[config.mk]
export PLATFORM = sky130hd
export DESIGN_NAME = mips_multicycle_controller
export DESIGN_NICKNAME = d
export VERILOG_FILES = /design/src/rtl/mips_pkg.sv /design/src/rtl/mips_multicycle_controller_alu_decoder.sv /design/src/rtl/mips_multicycle_controller.sv
export SDC_FILE = /design/constraint.sdc
export NUM_CORES = 1
export LEC_CHECK = 0
export BUFFER_PORTS_ARGS = -buffer_cell sky130_fd_sc_hd__buf_2
export CORE_MARGIN = 4
export CORE_UTILIZATION = 47
export CTS_BUF_LIST = sky130_fd_sc_hd__clkbuf_8
export DETAILED_ROUTE_END_ITERATION = 8
export PLACE_DENSITY = 0.85
export REMOVE_ABC_BUFFERS = 1
export SLEW_MARGIN = 10
export SYNTH_ARGS = -nofsm -noshare
export SYNTH_HDL_FRONTEND = slang
export SYNTH_HIERARCHICAL = 1
export SYNTH_SLANG_ARGS = --single-unit
[constraint.sdc]
create_clock -name clk -period 2.3 [get_ports clk]
set_clock_uncertainty 0.05 [all_clocks]
set_input_delay 0.115 -clock clk [delete_from_list [all_inputs] [get_ports clk]]
set_output_delay 0.115 -clock clk [all_outputs]
set_load 0.02 [all_outputs]
[src/rtl/mips_pkg.sv]
// Shared encodings for the MIPS multicycle datapath and controller.
package mips_pkg;

   localparam int unsigned OP_W     = 6;
   localparam int unsigned FUNCT_W  = 6;
   localparam int unsigned ALUC_W   = 3;
   localparam int unsigned ALUOP_W  = 2;

   // Opcodes (instruction bits [31:26])
   localparam logic [OP_W-1:0] OP_RTYPE = 6'b000000;
   localparam logic [OP_W-1:0] OP_LW    = 6'b100011;
   localparam logic [OP_W-1:0] OP_SW    = 6'b101011;
   localparam logic [OP_W-1:0] OP_BEQ   = 6'b000100;
   localparam logic [OP_W-1:0] OP_ADDI  = 6'b001000;
   localparam logic [OP_W-1:0] OP_J     = 6'b000010;

   // R-type funct field (instruction bits [5:0])
   localparam logic [FUNCT_W-1:0] FUNCT_ADD = 6'b100000;
   localparam logic [FUNCT_W-1:0] FUNCT_SUB = 6'b100010;
   localparam logic [FUNCT_W-1:0] FUNCT_AND = 6'b100100;
   localparam logic [FUNCT_W-1:0] FUNCT_OR  = 6'b100101;
   localparam logic [FUNCT_W-1:0] FUNCT_SLT = 6'b101010;

   // ALU operation codes consumed by the ALU
   localparam logic [ALUC_W-1:0] ALU_ADD = 3'b010;
   localparam logic [ALUC_W-1:0] ALU_SUB = 3'b110;
   localparam logic [ALUC_W-1:0] ALU_AND = 3'b000;
   localparam logic [ALUC_W-1:0] ALU_OR  = 3'b001;
   localparam logic [ALUC_W-1:0] ALU_SLT = 3'b111;

   // Coarse ALU request from the FSM to the ALU decoder
   localparam logic [ALUOP_W-1:0] ALUOP_ADD   = 2'b00;
   localparam logic [ALUOP_W-1:0] ALUOP_SUB   = 2'b01;
   localparam logic [ALUOP_W-1:0] ALUOP_FUNCT = 2'b10;

   typedef enum logic [3:0] {
      S_FETCH    = 4'd0,
      S_DECODE   = 4'd1,
      S_MEMADR   = 4'd2,
      S_MEMRD    = 4'd3,
      S_MEMWB    = 4'd4,
      S_MEMWR    = 4'd5,
      S_RTYPEEX  = 4'd6,
      S_RTYPEWB  = 4'd7,
      S_BEQEX    = 4'd8,
      S_ADDIEX   = 4'd9,
      S_ADDIWB   = 4'd10,
      S_JEX      = 4'd11
   } state_t;

endpackage

[src/rtl/mips_multicycle_controller_alu_decoder.sv]
// Maps the FSM's coarse aluop plus the funct field to a 3-bit ALU code.
module alu_decoder
   import mips_pkg::*;
(
   input  logic [ALUOP_W-1:0] aluop,
   input  logic [FUNCT_W-1:0] funct,
   output logic [ALUC_W-1:0]  alucontrol
);

   // Decode; unknown funct and the unused aluop value fall back to add
   always_comb begin
      alucontrol = ALU_ADD;
      case (aluop)
         ALUOP_SUB:   alucontrol = ALU_SUB;
         ALUOP_FUNCT: begin
            case (funct)
               FUNCT_ADD: alucontrol = ALU_ADD;
               FUNCT_SUB: alucontrol = ALU_SUB;
               FUNCT_AND: alucontrol = ALU_AND;
               FUNCT_OR:  alucontrol = ALU_OR;
               FUNCT_SLT: alucontrol = ALU_SLT;
               default:   alucontrol = ALU_ADD;
            endcase
         end
         default:     alucontrol = ALU_ADD;
      endcase
   end

endmodule

[src/rtl/mips_multicycle_controller.sv]
// Multicycle MIPS control FSM: sequences instructions and drives datapath controls.
module mips_multicycle_controller
   import mips_pkg::*;
(
   input  logic               clk,
   input  logic               reset,
   input  logic [OP_W-1:0]    op,
   input  logic [FUNCT_W-1:0] funct,
   input  logic               zero,
   input  logic               mem_ready,
   output logic               mem_req,
   output logic               memwrite,
   output logic               irwrite,
   output logic               regwrite,
   output logic               pcen,
   output logic               iord,
   output logic               memtoreg,
   output logic               regdst,
   output logic               alusrca,
   output logic [1:0]         alusrcb,
   output logic [1:0]         pcsrc,
   output logic [ALUC_W-1:0]  alucontrol
);

   state_t              state_q;
   state_t              state_d;
   logic [ALUOP_W-1:0]  aluop_c;
   logic                pcwrite_c;
   logic                branch_c;
   logic                mem_req_c;
   logic                memwrite_c;
   logic                irwrite_c;
   logic                regwrite_c;

   // State register; reset always returns to instruction fetch
   always_ff @(posedge clk) begin
      if (reset) state_q <= S_FETCH;
      else       state_q <= state_d;
   end

   // Next-state and Moore output decode (memory strobes gated by mem_ready)
   always_comb begin
      state_d    = state_q;
      aluop_c    = ALUOP_ADD;
      pcwrite_c  = 1'b0;
      branch_c   = 1'b0;
      mem_req_c  = 1'b0;
      memwrite_c = 1'b0;
      irwrite_c  = 1'b0;
      regwrite_c = 1'b0;
      iord       = 1'b0;
      memtoreg   = 1'b0;
      regdst     = 1'b0;
      alusrca    = 1'b0;
      alusrcb    = 2'b00;
      pcsrc      = 2'b00;
      case (state_q)
         S_FETCH: begin
            mem_req_c = 1'b1;
            alusrcb   = 2'b01;
            if (mem_ready) begin
               irwrite_c = 1'b1;
               pcwrite_c = 1'b1;
               state_d   = S_DECODE;
            end
         end
         S_DECODE: begin
            alusrcb = 2'b11;
            case (op)
               OP_LW, OP_SW: state_d = S_MEMADR;
               OP_RTYPE:     state_d = S_RTYPEEX;
               OP_BEQ:       state_d = S_BEQEX;
               OP_ADDI:      state_d = S_ADDIEX;
               OP_J:         state_d = S_JEX;
               default:      state_d = S_FETCH;
            endcase
         end
         S_MEMADR: begin
            alusrca = 1'b1;
            alusrcb = 2'b10;
            state_d = (op == OP_SW) ? S_MEMWR : S_MEMRD;
         end
         S_MEMRD: begin
            mem_req_c = 1'b1;
            iord      = 1'b1;
            if (mem_ready) state_d = S_MEMWB;
         end
         S_MEMWB: begin
            regwrite_c = 1'b1;
            memtoreg   = 1'b1;
            state_d    = S_FETCH;
         end
         S_MEMWR: begin
            mem_req_c  = 1'b1;
            iord       = 1'b1;
            memwrite_c = mem_ready;
            if (mem_ready) state_d = S_FETCH;
         end
         S_RTYPEEX: begin
            alusrca = 1'b1;
            aluop_c = ALUOP_FUNCT;
            state_d = S_RTYPEWB;
         end
         S_RTYPEWB: begin
            regwrite_c = 1'b1;
            regdst     = 1'b1;
            state_d    = S_FETCH;
         end
         S_BEQEX: begin
            alusrca  = 1'b1;
            aluop_c  = ALUOP_SUB;
            branch_c = 1'b1;
            pcsrc    = 2'b01;
            state_d  = S_FETCH;
         end
         S_ADDIEX: begin
            alusrca = 1'b1;
            alusrcb = 2'b10;
            state_d = S_ADDIWB;
         end
         S_ADDIWB: begin
            regwrite_c = 1'b1;
            state_d    = S_FETCH;
         end
         S_JEX: begin
            pcsrc     = 2'b10;
            pcwrite_c = 1'b1;
            state_d   = S_FETCH;
         end
         default: state_d = S_FETCH;
      endcase
   end

   // Architectural side-effect strobes are suppressed while reset is held
   assign mem_req  = mem_req_c  & ~reset;
   assign memwrite = memwrite_c & ~reset;
   assign irwrite  = irwrite_c  & ~reset;
   assign regwrite = regwrite_c & ~reset;
   assign pcen     = (pcwrite_c | (branch_c & zero)) & ~reset;

   alu_decoder u_alu_decoder (
      .aluop      (aluop_c),
      .funct      (funct),
      .alucontrol (alucontrol)
   );

endmodule
==> impl_results.md <==
- Initial antenna violation count: 0
- Pint: 0.2261 mW
- Synth top area share: 12.31%
- Post-DP HPWL: 1.482 mm
- Ant diodes: 0
- Synth Instances: 97
- FF-to-FF path depth: 4
- Antenna viol nets, final: 0
- Slew headroom: 76.08%
- Worst Setup End Kind: primary output
- Number of max-cap violations: 0
- Net Sw Power: 0.1066 mW
- Reg-to-reg slack, setup: 0.54 ns
- Hold Path Origin: reset
- CTS Buffer Depth: 2
- Largest register FFs: 4
- Final hold viol count: 0
- Hold EP: state_q[2]$_SDFFE_PP0P_
- Synthesized area: 650.6 um2
- CTS H-tree depth: 1
- Finish-stage setup viols: 0
- Die Y: 45.21 um
- Gr ovfl total: 0
- Tot Pwr: 0.3326 mW
- Switch share: 32.04%
- CTS tree: yes
- Mux cell area share after synthesis: 1.538%
- Commonest cells post-synth: nor2_1 (13), nand2_1 (8), nor3_1 (8), a21oi_1 (6), clkbuf_1 (6)
- Largest Register: state_q
- Placed Cells: 140
- Layout area overhead: 33.46%
- Reg-to-reg critical path startpoint: state_q[2]$_SDFFE_PP0P_
- Total track usage: 21.38%
- Tcrit/Tclk final: 92.83%
- Post-synth EDFFs: 0
- Avg Cell Area, Syn: 6.707 um2
- Num ports: 32
- RD Place Congestion: 0.8898
- Combinational family with the most area after synthesis: simple AND/OR/NAND/NOR gates
- Synth top area cells: dfxtp_1 (12%), nor2_1 (7.5%), nor3_1 (6.2%)
- Most common cell in the netlist: nor2_1
- Largest net degree at the start of global routing: 17
- Distinct cells, synth: 38
- Worst-skew pair later-pin latency: 0.22 ns
- CTS Hold Bufs: 0
- Row Count: 13
- Prevailing post-synth register cell: dfxtp_1
- Vias: 836
- Minimum clock period after layout: 2.135 ns
- Critical path data required time: 2.13 ns
- Adder-cell share of the synthesized area: 3.846%
- DRT Wirelength: 1.944 mm
- Post-Synth XOR/XNOR Area: 2.692%
- CTS Buf Count: 3
- Worst r2r dst: state_q[1]$_SDFFE_PP0P_
- Die Area: 0.002043 mm2
- Sink Count: 4
- Post-synthesis compound-gate area fraction: 22.88%
- Top Registers: state_q (4)
- Clock network power share: 47.3%
- Pwr dens: 383.1 mW/mm2
- Worst slew pin tran: 0.3555 ns
- Critical Path Fanout Max: 8
- Seq cells post-synth: 4
- Yosys top cell by area: dfxtp_1
- First-pass GRT wire length: 3.167 mm
- Async SR Flop Fraction: 0%
- 1st-pass router iterations: 4
- Synth Warn #: 6
- Hold Crit Class: in2reg
- Non-Filler Instances: 143
- Setup tns final: 0 ns
- Initial core utilization: 50.00%
- Post-synthesis sequential area ratio: 12.31%
- Worst Setup Path Type: reg2out
- Fin. max-slew vios: 0
- # fillers: 115
- Die Span X: 45.21 um
- Fin nets: 148
- Result of the run: completed
- Logic pwr share: 30.2%
- CTS clk-pin slew, worst paths: 0.04 ns
- Simple-gate portion of the synthesized area: 48.08%
- Sequential power share: 22.4%
- Layout cells sized above 1: 33.59%
- Routed wire per std cell: 13.59 um
- Arrival time at the worst endpoint: 1.97 ns
- VDD IR max: 0.3025 mV
- Initial DRC Count: 23
- Clk root buf: clkbuf_8
- Hold Path Depth: 2
- Max Clk Rate: 468.4 MHz
- I/O Buffers: 31
- Startpoint types: register
- Leak pwr: 0.3669 nW
- Unrepaired setup endpoints after global routing: no
- # DRC: 0
- Vias in the first global route: 760
- Core area: 0.001301 mm2
- Vias per cell: 5.846
==> power groups by stage <==
| stage | Sequential, mW | Combinational, mW | Clock [mW] |
|---|---|---|---|
| 4_1_cts | 0.0740 | 0.100 | 0.156 |
| 3_3_place_gp | 0.0750 | 0.0973 | 0 |
| 5_1_grt | 0.0749 | 0.112 | 0.161 |
| 6_report | 0.0746 | 0.101 | 0.157 |
| 2_1_floorplan | 0.0805 | 0.0503 | 0 |
| 3_5_place_dp | 0.0750 | 0.0999 | 0 |
==> cell usage in the layout (no fill, tap or decap), types with 2 or more instances in the layout <==
cell type,netlist,final
a21oi_1,6,6
a31oi_1,2,2
buf_2,0,31
buf_4,1,5
clkbuf_8,0,3
dfxtp_1,4,4
ha_1,2,2
inv_1,4,4
nand2_1,8,8
nand2b_1,5,5
nand3_1,2,2
nand4bb_1,2,2
nor2_1,13,13
nor3_1,8,8
nor4_1,4,4
o21a_1,4,4
o22ai_1,2,2
xor2_1,2,2
==> worst max-delay path: stages (launching register included) <==
cell	delay, ns
dfxtp_1	0.47
nand2_1	0.12
nor3_1	0.25
ha_1	0.33
nand4bb_1	0.25
o22ai_1	0.15
buf_2	0.18
==> routing by layer <==
metal | track usage (%) | part of all wire (%) | vias to the layer above | routed length (um)
met5 | 0 | 0 | - | 0
met1 | 23.87 | 40 | 376 | 778
met2 | 36.44 | 49 | 31 | 946
met4 | 14.04 | 2.4 | 0 | 46
li1 | - | - | 425 | -
met3 | 3.984 | 8.9 | 4 | 173
==> area by class of cell <==
cell class,instances,area (um2),area share [%]
multi-input combinational,81,520.5,59.94
inverter,4,15.01,1.729
clock buffer,3,41.29,4.755
tap,15,18.77,2.161
timing repair buffer,36,192.7,22.19
sequential,4,80.08,9.222
==> through the flow <==
step / cell area (um2) / worst slack [ns] / hold slack, ns / util (%)
floorplan: 609.3 / -0.4639 / 0.1371 / -
global placement: 820.8 / 0.4600 / 0.3658 / 63.08
detailed placement: 820.8 / 0.4097 / 0.3767 / 63.08
CTS: 862.1 / 0.1607 / 0.1486 / 66.25
global route: 868.3 / 0.07090 / 0.1636 / 66.73
finish: 868.3 / 0.1649 / 0.1526 / 66.73
==> cell families (layout without fill, tap and decap cells) <==
group	after synthesis	count (layout)
muxes	1	1
DFF	4	4
adders and majority gates	2	2
AOI/OAI and AO/OA	22	22
xor gates and xnor gates	2	2
and+or+nand+nor	54	54
buffers and inverters	12	43
==> repair_timing <==
action,in CTS,in global routing
resized for setup,0,1
endpoints found under the setup margin,0,1
setup buffers,0,0
==> worst max-delay path by stage <==
stage	startpoint	to	depth (start not counted)
after global placement	state_q[1]$_SDFFE_PP0P_	alucontrol[2]	6
after CTS	state_q[1]$_SDFFE_PP0P_	alucontrol[2]	6
after global routing	state_q[1]$_SDFFE_PP0P_	alucontrol[2]	6
after floorplan	state_q[3]$_SDFFE_PP0P_	alucontrol[2]	5
after detailed placement	state_q[1]$_SDFFE_PP0P_	alucontrol[2]	6
final	state_q[1]$_SDFFE_PP0P_	alucontrol[2]	6
Power figures use the tool's default switching activity.
